### src/rtl/neural_unit_sequencer.sv
`default_nettype none
// neural_unit_sequencer: streams 4 weights into a neural unit, fires its sum trigger,
// waits for layer-done under a timeout and offers the captured result on valid/ready.
module neural_unit_sequencer #(
  parameter int NUM_W          = 4,
  parameter int TIMEOUT_CYCLES = 255,
  parameter int DATA_W         = 32
) (
  input  logic              clk,
  input  logic              reset,
  input  logic              start,
  input  logic              reload,
  input  logic              layer_sel,
  input  logic [7:0]        weight_in,
  input  logic              weight_valid,
  output logic              weight_ready,
  output logic [7:0]        nu_weight,
  output logic [1:0]        nu_address,
  output logic              nu_write,
  output logic              nu_sumTrigger,
  output logic              nu_layer_Sel,
  input  logic [DATA_W-1:0] nu_layerOut,
  input  logic              nu_layerDone,
  output logic [DATA_W-1:0] result,
  output logic              result_valid,
  input  logic              result_ready,
  output logic              busy,
  output logic              timeout_err
);

  typedef enum logic [2:0] {
    IDLE    = 3'd0,
    LOAD    = 3'd1,
    TRIGGER = 3'd2,
    WAIT    = 3'd3,
    HOLD    = 3'd4
  } state_t;

  localparam logic [1:0]  BEAT_LAST = 2'(NUM_W - 1);
  localparam logic [15:0] WAIT_LAST = 16'(TIMEOUT_CYCLES - 1);

  state_t              state_q;
  logic [1:0]          beat_q;
  logic [15:0]         wait_q;
  logic                defer_q;
  logic                sel_q;
  logic [7:0]          weight_q;
  logic [1:0]          addr_q;
  logic                write_q;
  logic                trig_q;
  logic [DATA_W-1:0]   result_q;
  logic                valid_q;
  logic                err_q;

  always_ff @(posedge clk or negedge reset) begin
    if (!reset) begin
      state_q  <= IDLE;
      beat_q   <= 2'd0;
      wait_q   <= 16'd0;
      defer_q  <= 1'b0;
      sel_q    <= 1'b0;
      weight_q <= 8'd0;
      addr_q   <= 2'd0;
      write_q  <= 1'b0;
      trig_q   <= 1'b0;
      result_q <= '0;
      valid_q  <= 1'b0;
      err_q    <= 1'b0;
    end else begin
      write_q <= 1'b0;
      trig_q  <= 1'b0;
      case (state_q)
        IDLE: begin
          if (start) begin
            sel_q  <= layer_sel;
            err_q  <= 1'b0;
            beat_q <= 2'd0;
            if (reload) begin
              state_q <= LOAD;
            end else begin
              state_q <= TRIGGER;
              defer_q <= 1'b0;
              trig_q  <= 1'b1;
            end
          end
        end
        LOAD: begin
          if (weight_valid) begin
            weight_q <= weight_in;
            addr_q   <= beat_q;
            write_q  <= 1'b1;
            beat_q   <= beat_q + 2'd1;
            // Last beat: its write lands in a quiet TRIGGER cycle ahead of the pulse.
            if (beat_q == BEAT_LAST) begin
              state_q <= TRIGGER;
              defer_q <= 1'b1;
            end
          end
        end
        TRIGGER: begin
          if (defer_q) begin
            defer_q <= 1'b0;
            trig_q  <= 1'b1;
          end else begin
            state_q <= WAIT;
            wait_q  <= 16'd0;
          end
        end
        WAIT: begin
          wait_q <= wait_q + 16'd1;
          // wait_q == 0 is the first WAIT cycle, where a stale done is blanked.
          if (nu_layerDone && (wait_q != 16'd0)) begin
            result_q <= nu_layerOut;
            valid_q  <= 1'b1;
            state_q  <= HOLD;
          end else if (wait_q == WAIT_LAST) begin
            err_q   <= 1'b1;
            state_q <= IDLE;
          end
        end
        HOLD: begin
          if (result_ready) begin
            valid_q <= 1'b0;
            state_q <= IDLE;
          end
        end
        default: state_q <= IDLE;
      endcase
    end
  end

  assign weight_ready  = (state_q == LOAD);
  assign busy          = (state_q != IDLE);
  assign nu_weight     = weight_q;
  assign nu_address    = addr_q;
  assign nu_write      = write_q;
  assign nu_sumTrigger = trig_q;
  assign nu_layer_Sel  = sel_q;
  assign result        = result_q;
  assign result_valid  = valid_q;
  assign timeout_err   = err_q;

endmodule
`default_nettype wire

### config.mk
export PLATFORM = sky130hd
export DESIGN_NAME = neural_unit_sequencer
export DESIGN_NICKNAME = d
export VERILOG_FILES = /design/src/rtl/neural_unit_sequencer.sv
export SDC_FILE = /design/constraint.sdc
export NUM_CORES = 1
export LEC_CHECK = 0
export ABC_AREA = 1
export CAP_MARGIN = 15
export CORE_MARGIN = 2
export CORE_UTILIZATION = 35
export CTS_CLUSTER_SIZE = 10
export DETAILED_ROUTE_END_ITERATION = 10
export GPL_ROUTABILITY_DRIVEN = 0
export HOLD_SLACK_MARGIN = 0.15
export PLACE_DENSITY = 0.66
export RECOVER_POWER = 100
export SETUP_SLACK_MARGIN = 0.02
export SYNTH_ARGS = -nofsm -noshare
export SYNTH_HDL_FRONTEND = slang
export SYNTH_SLANG_ARGS = --single-unit
### constraint.sdc
create_clock -name clk -period 4.35 [get_ports clk]
set_input_delay 0.435 -clock clk [delete_from_list [all_inputs] [get_ports clk]]
set_output_delay 0.435 -clock clk [all_outputs]
set_load 0.005 [all_outputs]
==> flow_results.org <==
** Run status
- The flow ran to the end, but the final reports show violations.
- Violations in the final reports :: capacitance limit, slew limit

** Floorplan
- In this run the vertical extent of the chip is 100 um.
- Die Wd :: 100 um
- The initial utilization of the core area, before any placement, comes to 35.6%.
- Row generation in the floorplan step produced 35 rows.
- 97 I/O pins were placed.
- Die area :: 10000 sq um
- In this run the standard cell core region covers 9110 sq um.

** Synth
- Mux contribution to synthesized area :: 0%
- Fraction of synthesized cell area in xor and xnor cells :: 0%
- Synthesized net count :: between 400 and 500
- In this run, distinct cell masters in the synthesized netlist total 25.
- Yosys printed 0 warnings.
- After synthesis, the largest family of logic cells by area is simple AND/OR/NAND/NOR gates.
- Top cell type's share of synthesized area :: 53.3%
- In the post-synthesis netlist, the biggest area contributors are sky130_fd_sc_hd__dfrtp_1 53%, sky130_fd_sc_hd__nand2_1 18%, sky130_fd_sc_hd__nand2_2 4.6%.
- Share of synthesized cell area in full adder, half adder and majority cells :: 1.54%
- Synth Cell Area :: ~3200 sq um
- Sequential fraction of the synthesis area :: 53.3%
- Yosys reg bits :: 69
- Average footprint of a synthesized cell :: 8.42 sq um
- Of the total synthesized cell area, the portion taken by AND, OR, NAND and NOR gates is 33.6%.
- Of all cell types, the one taking the most synthesized area is sky130_fd_sc_hd__dfrtp_1.
- Summing the areas of all compound-gate instances in the mapped netlist gives 4.56% of the synthesized area.
- After technology mapping, the gate count stands at 385.

** Run
- Count of maximum capacitance violations :: 1

** Power and ir drop
- For this design the total switching power over the nets is between 0.8 and 0.9 mW.
- For this design the ratio of total power to cell area is roughly 540 nW/um^2.
- Clock Power Share :: 19.0%
- The internal power of the cells totals roughly 1.5 mW.
- Net switching is a little over a third of the power.
- Peak supply drop :: 0.000219 V
- Summed over all cells, the static leakage comes to 2.19 nW.
- Combinational logic burns 38.6% of the power.
- Share of total power in sequential cells :: about 42%

** STA
- Based on the critical path, the design can be clocked at up to roughly 0.41 GHz.
- Clock skew :: 12.0 ps
- Fin Hold WS :: 467 ps
- The final number of hold-violating endpoints is 0.
- The final max-slew violation count came to 70.
- Endpoints failing setup :: 0
- Post-route setup TNS :: 0 ps
- In this run the tightest slew margin relative to its limit is -12.1%.
- Final clock period utilization by the worst path :: 55.5%
- Post-layout min period :: about 2400 ps
- Setup repair after global routing missed its margin :: false
- For the pin with the worst max-slew slack, the measured transition is roughly 1700 ps.

** Placed design
- PortBufs :: 96
- Once detailed placement completed, the half-perimeter wirelength came to 5.35 mm.

** Routing
- For this block, the initial DRC count from the detailed router was approximately 110.
- For this run, the detailed router's first-pass iteration total came to 6.
- Summing over every cut layer, the via total after detailed routing is roughly 2.8k.
- Post-DR wirelength/cell :: ~12 um
- DRC violation count after routing :: 0
- The detail route stage leaves a number of antenna-violating nets equal to 0.
- Total wirelength of the detailed-routed design :: between 7 and 8 mm
- Vias per cell :: 4.60

** Critical path
- Setup crit end kind :: flip-flop
- CP Data Arrival Time :: 2640 ps
- Kind of start point of the critical path :: flip-flop
- Critical path data required time :: 4570 ps
- In this run the worst path has a maximum fanout of 13.
- The setup path with the least slack is of type flip-flop to flip-flop.

** Clocking
- Buffer type at the clock tree root :: sky130_fd_sc_hd__clkbuf_8
- # H-tree levels :: 3
- Buffers inserted to repair hold after CTS numbered 0.
- For this design, the sink count on the clock tree is 69.
- The clock reaches the later pin of the worst-skew pair after 330 ps.
- # resized after CTS :: 0
- TritonCTS built the clock tree.
- Clock tree synthesis inserted a total of 9 buffers.
- Clock-pin slew was measured on the worst setup and hold paths at 70 ps.
- Post-CTS timing repair inserted 0 buffers for setup.
- Maximum count of clock buffers along a single path :: 2

** Layout
- Combined area of the multi-input logic cells :: between 1000 and 1500 sq um
- # fillers :: 918
- Number of antenna diodes :: 0
- Summing all flip-flop and latch instances after layout gives 1730 sq um.
- Layout cell share with drive strength beyond 1 :: 7.55%
- After the last flow step, the layout net total stands at approximately 540.
- Post-synthesis to final-layout area growth :: 34.1%

** Global routing
- The initial antenna violation count came to 0.
- Global-route wire length before repair :: 12.6 mm
- Entering global routing, the biggest net connects 70 pins.
- For this run, the total global-route usage over all layers was measured as between 15 and 20%.
- Number of global-route vias before repair :: 2778
- Total gr overflow :: 0

** Worst hold path
- In this run the worst hold path is classified as flip-flop to flip-flop.
worst max-delay path: stages, from the launching register on:
cell and delay [ps]:
sky130_fd_sc_hd__dfrtp_1 460, sky130_fd_sc_hd__inv_1 100, sky130_fd_sc_hd__nand2_1 90, sky130_fd_sc_hd__nor2_1 220, sky130_fd_sc_hd__clkinv_1 130, sky130_fd_sc_hd__nor2_1 590
sky130_fd_sc_hd__inv_1 340, sky130_fd_sc_hd__nor2_1 170, sky130_fd_sc_hd__clkinv_1 90, sky130_fd_sc_hd__o21a_1 100
Yosys cell counts:
cell and n:
sky130_fd_sc_hd__buf_4 1, sky130_fd_sc_hd__nand2_2 24, sky130_fd_sc_hd__nor2_1 24, sky130_fd_sc_hd__nand4_1 4
sky130_fd_sc_hd__nand3b_1 1, sky130_fd_sc_hd__and2_1 1, sky130_fd_sc_hd__nand3_1 17, sky130_fd_sc_hd__dfrtp_1 69
sky130_fd_sc_hd__inv_8 1, sky130_fd_sc_hd__ha_1 4, sky130_fd_sc_hd__inv_1 23, sky130_fd_sc_hd__a21oi_1 4
sky130_fd_sc_hd__o21a_1 3, sky130_fd_sc_hd__o21ai_0 21, sky130_fd_sc_hd__buf_12 1, sky130_fd_sc_hd__inv_2 7
sky130_fd_sc_hd__nand3_4 1, sky130_fd_sc_hd__nor2_2 6, sky130_fd_sc_hd__nand2_1 159, sky130_fd_sc_hd__buf_8 2
sky130_fd_sc_hd__nor3_1 4, sky130_fd_sc_hd__buf_6 4, sky130_fd_sc_hd__nand2_4 1, sky130_fd_sc_hd__nor2_8 1
sky130_fd_sc_hd__nor2_4 2
cells by family after synthesis:
family,Yosys count
buffers and inverters,39
AOI/OAI and AO/OA,28
and+or+nand+nor,245
adders and majority gates,4
DFF,69
sequential cells by signal (all words and copies together), names as in the netlist, 2 cells and up:
name / flops
result: 32
nu_weight: 8
wait_q: 16
nu_address: 2
beat_q: 2
state_q: 3
worst paths after layout:
kind	startpoint	endpoint	slack, ps	cells after the start
worst min register to register	nu_layer_Sel	nu_layer_Sel	470	2
worst max register to register	state_q[1]	nu_address[0]	1930	9
max in group asynchronous	reset	beat_q[0]	2720	2
worst max-delay path	state_q[1]	nu_address[0]	1930	9
worst min-delay path	nu_layer_Sel	nu_layer_Sel	470	2
min in group asynchronous	reset	wait_q[1]	630	2
per-layer routing:
metal	GRT usage, %	routed length, um	vias up
li1	-	-	1392
met1	20.0	3280	1294
met2	25.7	3580	67
met3	2.92	310	13
met4	6.95	169	0
met5	0	0	-
cell type report:
type / count / share of cell area, %
clock inverter: 6 / 0.893
clock buffer: 10 / 2.94
tap: 111 / 3.20
inverter: 31 / 2.85
multi-input combinational: 277 / 28.3
sequential: 69 / 39.7
timing repair buffer: 97 / 22.1
power groups by stage:
stage / registers [mW] / clock network, mW / logic (mW)
after floorplan: 1.03 / 0 / 0.478
after global placement: 1.03 / 0 / 1.02
after detailed placement: 1.03 / 0 / 1.04
after CTS: 1.03 / 0.462 / 1.05
after global routing: 1.04 / 0.491 / 1.05
final: 1.00 / 0.449 / 0.913
per-stage QoR:
step	setup WS (ps)	instances	power (mW)	area, sq um	utilization [%]
floorplan	2960	385	1.51	3240	-
global placement	2450	585	2.04	4240	46.6
detailed placement	2430	585	2.08	4240	46.6
CTS	2200	601	2.53	4410	48.4
global route	1600	601	2.58	4340	47.7
finish	1930	601	2.37	4340	47.7
layout by cell type, fill, tap and decap left out:
cell and count:
sky130_fd_sc_hd__a21oi_1 4, sky130_fd_sc_hd__nand2_1 173, sky130_fd_sc_hd__inv_1 26, sky130_fd_sc_hd__clkbuf_8 9, sky130_fd_sc_hd__clkinv_1 2, sky130_fd_sc_hd__dlygate4sd3_1 49
sky130_fd_sc_hd__dfrtp_1 69, sky130_fd_sc_hd__o21ai_0 21, sky130_fd_sc_hd__nor3_1 4, sky130_fd_sc_hd__clkbuf_1 1, sky130_fd_sc_hd__and2_0 1, sky130_fd_sc_hd__ha_1 4
sky130_fd_sc_hd__o21a_1 3, sky130_fd_sc_hd__nand3_4 1, sky130_fd_sc_hd__nor2_2 4, sky130_fd_sc_hd__clkinvlp_4 2, sky130_fd_sc_hd__inv_6 1, sky130_fd_sc_hd__nor2_1 28
sky130_fd_sc_hd__nand3_1 17, sky130_fd_sc_hd__buf_2 1, sky130_fd_sc_hd__inv_2 2, sky130_fd_sc_hd__nand4_1 4, sky130_fd_sc_hd__clkbuf_2 1, sky130_fd_sc_hd__nand3b_1 1
sky130_fd_sc_hd__nand2_2 11, sky130_fd_sc_hd__nor2_8 1, sky130_fd_sc_hd__inv_8 1, sky130_fd_sc_hd__clkdlybuf4s50_1 46, sky130_fd_sc_hd__clkinv_2 3
(Power assumes the default switching activity.)
